[src/rtl/bpred_update_sched_pkg.sv]
// Shared types for the branch predictor update scheduler: PHT counter encodings,
// scheduler states, control-flow opcodes and the saturating counter helper.
package bpred_update_sched_pkg;

  typedef enum logic [1:0] {
    STRONG_NT = 2'b00,
    WEAK_NT   = 2'b01,
    WEAK_T    = 2'b10,
    STRONG_T  = 2'b11
  } pht_ctr_e;

  localparam logic [1:0] PHT_RESET = 2'b11;

  typedef enum logic {
    S_INIT,
    S_RUN
  } sched_state_e;

  localparam logic [6:0] OPC_JAL    = 7'b1101111;
  localparam logic [6:0] OPC_JALR   = 7'b1100111;
  localparam logic [6:0] OPC_BRANCH = 7'b1100011;

  function automatic logic isCtrl(input logic [6:0] op);
    return (op == OPC_JAL) || (op == OPC_JALR) || (op == OPC_BRANCH);
  endfunction

  // Two-bit saturating counter step toward the resolved direction.
  function automatic logic [1:0] phtNext(input logic [1:0] ctr, input logic taken);
    if (taken) begin
      return (ctr == STRONG_T) ? STRONG_T : ctr + 2'd1;
    end
    return (ctr == STRONG_NT) ? STRONG_NT : ctr - 2'd1;
  endfunction

endpackage

[src/rtl/bpred_upd_fifo.sv]
// Small synchronous FIFO holding pending predictor table updates.
// Pointers carry one extra wrap bit so full and empty are distinguishable.
module bpred_upd_fifo #(
  parameter int WIDTH = 8,
  parameter int DEPTH = 4
) (
  input  logic             clk_i,
  input  logic             reset_i,
  input  logic             push_i,
  input  logic [WIDTH-1:0] wdata_i,
  input  logic             pop_i,
  output logic [WIDTH-1:0] rdata_o,
  output logic             full_o,
  output logic             empty_o
);

  localparam int AW = $clog2(DEPTH);

  logic [AW:0]      wptr_q, rptr_q;
  logic [WIDTH-1:0] mem_q [DEPTH];

  assign empty_o = (wptr_q == rptr_q);
  assign full_o  = (wptr_q[AW] != rptr_q[AW]) && (wptr_q[AW-1:0] == rptr_q[AW-1:0]);
  assign rdata_o = mem_q[rptr_q[AW-1:0]];

  // Storage is cleared on reset so the head never presents X to the read port.
  always_ff @(posedge clk_i or posedge reset_i) begin
    if (reset_i) begin
      wptr_q <= '0;
      rptr_q <= '0;
      for (int i = 0; i < DEPTH; i++) begin
        mem_q[i] <= '0;
      end
    end else begin
      if (push_i && !full_o) begin
        mem_q[wptr_q[AW-1:0]] <= wdata_i;
        wptr_q                <= wptr_q + (AW+1)'(1);
      end
      if (pop_i && !empty_o) begin
        rptr_q <= rptr_q + (AW+1)'(1);
      end
    end
  end

endmodule

[src/rtl/bpred_update_sched.sv]
// Drives the gshare BTB/tag/PHT single write port: clears all entries after reset,
// then retires queued EX resolutions one per cycle while redirect/BHSR act immediately.
module bpred_update_sched
  import bpred_update_sched_pkg::*;
#(
  parameter int BTB_DEPTH = 32,
  parameter int IDX_WIDTH = $clog2(BTB_DEPTH),
  parameter int TAG_WIDTH = 30 - IDX_WIDTH,
  parameter int Q_DEPTH   = 4
) (
  input  logic                 clk_i,
  input  logic                 reset_i,
  input  logic                 res_valid_i,
  input  logic [6:0]           res_opcode_i,
  input  logic [31:0]          res_pc_i,
  input  logic [IDX_WIDTH-1:0] res_pht_idx_i,
  input  logic                 res_taken_i,
  input  logic [31:0]          res_target_i,
  input  logic [31:0]          res_pred_pc_i,
  output logic                 stall_o,
  output logic                 redirect_valid_o,
  output logic [31:0]          redirect_pc_o,
  output logic                 bhsr_shift_o,
  output logic                 bhsr_bit_o,
  output logic                 init_busy_o,
  output logic [IDX_WIDTH-1:0] pht_rd_idx_o,
  input  logic [1:0]           pht_rd_data_i,
  output logic                 tbl_we_btb_o,
  output logic [IDX_WIDTH-1:0] tbl_btb_idx_o,
  output logic [31:0]          tbl_btb_data_o,
  output logic [TAG_WIDTH-1:0] tbl_tag_data_o,
  output logic                 tbl_we_pht_o,
  output logic [IDX_WIDTH-1:0] tbl_pht_idx_o,
  output logic [1:0]           tbl_pht_data_o
);

  localparam int ENTRY_W = 30 + IDX_WIDTH + 1 + 32 + 32;

  sched_state_e         state_q, state_d;
  logic [IDX_WIDTH-1:0] initCnt_q, initCnt_d;

  logic                 ctrl, accept, pop, fifoFull, fifoEmpty;
  logic [31:0]          nextPc;
  logic [ENTRY_W-1:0]   fifoWdata, fifoRdata;
  logic [29:0]          headPcWord;
  logic [IDX_WIDTH-1:0] headIdx;
  logic                 headTaken;
  logic [31:0]          headTarget, headPred;

  assign ctrl   = res_valid_i && isCtrl(res_opcode_i);
  assign accept = ctrl && !fifoFull;
  assign nextPc = res_taken_i ? res_target_i : res_pc_i + 32'd4;

  assign stall_o          = ctrl && fifoFull;
  assign redirect_valid_o = accept && (nextPc != res_pred_pc_i);
  assign redirect_pc_o    = accept ? nextPc : 32'd0;
  assign bhsr_shift_o     = accept && (res_opcode_i == OPC_BRANCH);
  assign bhsr_bit_o       = res_taken_i;

  // Only the word address of the PC is needed for BTB index and tag.
  assign fifoWdata = {res_pc_i[31:2], res_pht_idx_i, res_taken_i, res_target_i, res_pred_pc_i};
  assign {headPcWord, headIdx, headTaken, headTarget, headPred} = fifoRdata;
  assign pht_rd_idx_o = headIdx;

  bpred_upd_fifo #(
    .WIDTH (ENTRY_W),
    .DEPTH (Q_DEPTH)
  ) u_fifo (
    .clk_i   (clk_i),
    .reset_i (reset_i),
    .push_i  (accept),
    .wdata_i (fifoWdata),
    .pop_i   (pop),
    .rdata_o (fifoRdata),
    .full_o  (fifoFull),
    .empty_o (fifoEmpty)
  );

  always_ff @(posedge clk_i or posedge reset_i) begin
    if (reset_i) begin
      state_q   <= S_INIT;
      initCnt_q <= '0;
    end else begin
      state_q   <= state_d;
      initCnt_q <= initCnt_d;
    end
  end

  // Write enables are held low while reset is asserted so the port is quiet asynchronously.
  always_comb begin
    state_d        = state_q;
    initCnt_d      = initCnt_q;
    pop            = 1'b0;
    init_busy_o    = 1'b0;
    tbl_we_btb_o   = 1'b0;
    tbl_btb_idx_o  = '0;
    tbl_btb_data_o = 32'd0;
    tbl_tag_data_o = '0;
    tbl_we_pht_o   = 1'b0;
    tbl_pht_idx_o  = '0;
    tbl_pht_data_o = PHT_RESET;
    case (state_q)
      S_INIT: begin
        init_busy_o   = 1'b1;
        tbl_we_btb_o  = !reset_i;
        tbl_we_pht_o  = !reset_i;
        tbl_btb_idx_o = initCnt_q;
        tbl_pht_idx_o = initCnt_q;
        initCnt_d     = initCnt_q + IDX_WIDTH'(1);
        if (initCnt_q == IDX_WIDTH'(BTB_DEPTH - 1)) begin
          state_d = S_RUN;
        end
      end
      S_RUN: begin
        pop = !fifoEmpty;
        if (pop) begin
          tbl_we_pht_o   = 1'b1;
          tbl_pht_idx_o  = headIdx;
          tbl_pht_data_o = phtNext(pht_rd_data_i, headTaken);
          tbl_we_btb_o   = headTaken && (headTarget != headPred);
          tbl_btb_idx_o  = headPcWord[IDX_WIDTH-1:0];
          tbl_btb_data_o = headTarget;
          tbl_tag_data_o = headPcWord[29:IDX_WIDTH];
        end
      end
      default: state_d = S_INIT;
    endcase
  end

endmodule
[config.mk]
export PLATFORM = sky130hd
export DESIGN_NAME = bpred_update_sched
export DESIGN_NICKNAME = d
export VERILOG_FILES = /design/src/rtl/bpred_update_sched_pkg.sv /design/src/rtl/bpred_upd_fifo.sv /design/src/rtl/bpred_update_sched.sv
export SDC_FILE = /design/constraint.sdc
export NUM_CORES = 1
export LEC_CHECK = 0
export BUFFER_PORTS_ARGS = -buffer_cell sky130_fd_sc_hd__buf_2
export CAP_MARGIN = 10
export CELL_PAD_IN_SITES_DETAIL_PLACEMENT = 0
export CELL_PAD_IN_SITES_GLOBAL_PLACEMENT = 1
export CORE_ASPECT_RATIO = 1.5
export CORE_MARGIN = 3
export CORE_UTILIZATION = 30
export DETAILED_ROUTE_END_ITERATION = 8
export PLACE_DENSITY_LB_ADDON = 0.1
export SKIP_CTS_REPAIR_TIMING = 1
export SLEW_MARGIN = 10
export SYNTH_ARGS = -nofsm -noshare
export SYNTH_HDL_FRONTEND = slang
export SYNTH_SLANG_ARGS = --single-unit
[constraint.sdc]
create_clock -name clk_i -period 12.9 [get_ports clk_i]
set_input_delay 0 -clock clk_i [delete_from_list [all_inputs] [get_ports clk_i]]
set_output_delay 0 -clock clk_i [all_outputs]
set_load 0.01 [all_outputs]
==> out/results.ini <==
[status]
run_status=finished, violations left
violated_checks=negative hold slack

[clocking]
htree_num_levels=2
clock_sink_count=412
tritoncts=built
clock_pin_slew_of_the_registers_on_the_worst_case_setup_and_hold_paths_ns=0.06
clkLatencyLatePin_ns=0.59
cts-root-buf=sky130_fd_sc_hd__clkbuf_16
cts-root-to-sink-buffers=3
numCtsBuffers=47

[power_and_ir_drop]
ir_drop_mv=0.103
cellPowerDensity_nw_per_um2=156
leakage_nw=12.4

[critical_path]
crit_end=tbl_we_btb_o
timing.rr.start=u_fifo.rptr_q[0]
r2r_slack_ns=8.57
critical_path_data_arrival_time_ns=4.84
worstSetupEndpointType=primary output
critPathMaxFanout=87
worst-setup-path-type=reg -> out
r2r_cells=9
worstSetupStartpoint=u_fifo.rptr_q[1]
worstPathRequired_ns=12.90
crit-reg2reg-capture=u_fifo.mem_q[253]
startpoint_type=flop

[timing]
hold-worst-slack_ns=-0.0499
final_critical_path_setup_slack_ns=8.06
finClkSkew_ns=0.0126
setup_violations=0
rsz0062_at_grt=false
tns_ns=0
final.period_utilization_pct=37.5
fmaxAchievable_mhz=207
worst_slew_margin_rel_pct=23.9
final_hold_viol_count=4
worst_pin_slew_ns=1.13
finalMaxSlewViolations=0
period_minus_slack_ns=4.84

[grt]
grt_pass1_wl_um=109000
number_of_global_route_vias_before_repair=15115
groute.usage.overall_pct=20.2
gr-total-overflow=0
grt_max_degree=129
grt_antenna_before_repair=4

[yosys]
async_reset_ff_share_pct=100
synth.yosys.seq_area_share_pct=49.0
syn-num-nets=1773
syn-cell-area_sq_um=21000
synth-warning-count=0
synth_enable_flop_cells=0
post_synth.cell_area_avg_sq_um=12.7
synthesized_netlist_cell_count=1651
yosys_register_bits=412
synth.distinct_cells=72
postSynth.topFlopCell=sky130_fd_sc_hd__dfrtp_1

[finish]
post_route_cells_drive_above_1_share_pct=40.1
regArea_sq_um=10300
fin_area_sq_um=25300
multi_input_combinational_cell_area_sq_um=10000
filler_cell_count=6856
layout.nets=2027
flow.area_growth_from_synthesis_pct=20.4

[place]
dp_worst_setup_slack_ns=8.47
detailedPlacementHpwl_um=52000
buffer_ports.inserted=226
gp_routability_congestion=0.817
placement.cell_area_sq_um=22800

[min_path]
worstHoldPathType=in -> reg

[die]
floorplan.initialDensity_pct=30.4
floorplan.rows=118
die_width_um=222
die_area_sq_um=73400
dieHeight_um=330
boundaryPins=227
floorplan.core_area_sq_um=69200

[detailed_routing]
drtAntennaViolNets=0
route.detailed.vias_per_inst=5.13
route.vias.total=14595
drc_errors=0
detail_route.iter0.violations=876
drt_pre_antenna_iters=5
routedWlPerCell_um=26.4
wl_um=75000

[run]
timing.max_cap.violations=0

[cells in the final DEF, fill, tap and decap left out, types with 5 or more instances in the layout]
cell type / count
sky130_fd_sc_hd__a21oi_1: 28
sky130_fd_sc_hd__buf_2: 226
sky130_fd_sc_hd__a211oi_1: 8
sky130_fd_sc_hd__nand2_1: 117
sky130_fd_sc_hd__mux2_2: 340
sky130_fd_sc_hd__xnor2_1: 41
sky130_fd_sc_hd__clkbuf_8: 7
sky130_fd_sc_hd__nand4_1: 16
sky130_fd_sc_hd__buf_4: 18
sky130_fd_sc_hd__dfrtp_1: 409
sky130_fd_sc_hd__and3_1: 62
sky130_fd_sc_hd__o211ai_1: 6
sky130_fd_sc_hd__o31ai_1: 5
sky130_fd_sc_hd__a31oi_1: 5
sky130_fd_sc_hd__dlygate4sd3_1: 96
sky130_fd_sc_hd__clkbuf_1: 21
sky130_fd_sc_hd__o21ai_0: 82
sky130_fd_sc_hd__mux4_2: 100
sky130_fd_sc_hd__xor2_1: 56
sky130_fd_sc_hd__inv_1: 20
sky130_fd_sc_hd__nor4_1: 23
sky130_fd_sc_hd__clkbuf_16: 49
sky130_fd_sc_hd__ha_1: 8
sky130_fd_sc_hd__nor2_1: 65
sky130_fd_sc_hd__nand3_1: 14
sky130_fd_sc_hd__nor2b_1: 5
sky130_fd_sc_hd__nor3_1: 15
[logic make-up (layout without fill, tap and decap cells)]
family | count (synthesis) | after routing | synth area share, %
muxes | 442 | 442 | 29.0
xor gates and xnor gates | 98 | 98 | 4.15
DFF | 412 | 412 | 49.0
buffers and inverters | 159 | 450 | 3.58
and+or+nand+nor | 362 | 362 | 8.81
AOI/OAI and AO/OA | 170 | 170 | 4.97
other | 0 | 2 | 0
adders and majority gates | 8 | 8 | 0.476
[report_power, final]
| group | leakage (nW) | internal (W) | switching (W) | total, W |
|---|---|---|---|---|
| Sequential | 5.62 | 0.00143 | 0.000107 | 0.00154 |
| Clock | 0.742 | 0.000800 | 0.000555 | 0.00135 |
| Combinational | 6.04 | 0.000470 | 0.000600 | 0.00107 |
[flip-flops by register name, summed over array words and instances, names as in the netlist]
name	flops
state_q	1
u_fifo.rptr_q	3
u_fifo.wptr_q	3
u_fifo.mem_q	400
initCnt_q	5
[layer usage]
metal	share of wire [%]	global-route usage [%]
met3	5.0	4.53
met2	50	34.5
met1	43	25.7
met5	0.017	0
met4	2.8	5.92
[synth_stat cells (all sizes together), types with 5 or more instances]
| master | n | share of area, % |
|---|---|---|
| nand2 | 121 | 2.2 |
| clkbuf | 70 | 1.5 |
| inv | 21 | 0.37 |
| a31oi | 5 | 0.15 |
| ha | 8 | 0.48 |
| o21ai | 82 | 2.0 |
| nor4 | 25 | 0.80 |
| and3 | 64 | 1.9 |
| xor2 | 56 | 2.3 |
| o211ai | 6 | 0.21 |
| nor2 | 65 | 1.2 |
| or3 | 6 | 0.18 |
| o31ai | 6 | 0.24 |
| dfrtp | 412 | 49 |
| nand4 | 19 | 0.65 |
| mux2 | 340 | 18 |
| buf | 65 | 1.6 |
| nor2b | 5 | 0.15 |
| nand3 | 15 | 0.42 |
| xnor2 | 41 | 1.7 |
| nand2b | 5 | 0.15 |
| mux4 | 100 | 11 |
| a211oi | 8 | 0.29 |
| nor3 | 16 | 0.43 |
| a21oi | 28 | 0.67 |
[critical path, stage by stage (launching register included)]
cell and delay, ns:
sky130_fd_sc_hd__dfrtp_4 0.66, sky130_fd_sc_hd__buf_12 0.55, sky130_fd_sc_hd__mux4_2 0.67, sky130_fd_sc_hd__xor2_1 0.17, sky130_fd_sc_hd__nor4_1 0.94, sky130_fd_sc_hd__nand4_1 0.31, sky130_fd_sc_hd__o211ai_1 0.42, sky130_fd_sc_hd__o21ai_0 0.14
sky130_fd_sc_hd__buf_2 0.18
[worst min path at each step]
stage	cells past startpoint	slack [ns]	end	start
detailed placement	2	0.28	u_fifo.mem_q[74]	reset_i
CTS	2	-0.36	u_fifo.mem_q[75]	reset_i
floorplan	1	0.05	bhsr_shift_o	res_opcode_i[2]
global placement	2	0.29	u_fifo.mem_q[271]	reset_i
finish	3	-0.05	u_fifo.mem_q[179]	res_pc_i[11]
global route	3	0.01	u_fifo.mem_q[323]	res_pred_pc_i[23]
[through the flow]
stage	power (W)	cells	util [%]
final	0.00396	2844	36.6
after global routing	0.00416	2844	36.6
after CTS	0.00402	2746	35.2
after detailed placement	0.00265	2660	33.0
after global placement	0.00263	2660	33.0
after floorplan	0.00222	1651	-
[cell type report]
type	instances	area share, %
clock buffers	77	5.53
well taps	900	4.45
multi-input cells	1080	39.5
diodes	2	0.0198
repair buffers	341	8.87
flip-flops and latches	412	40.7
inverters	23	0.371
clock inverters	9	0.499
(Power assumes the default switching activity.)
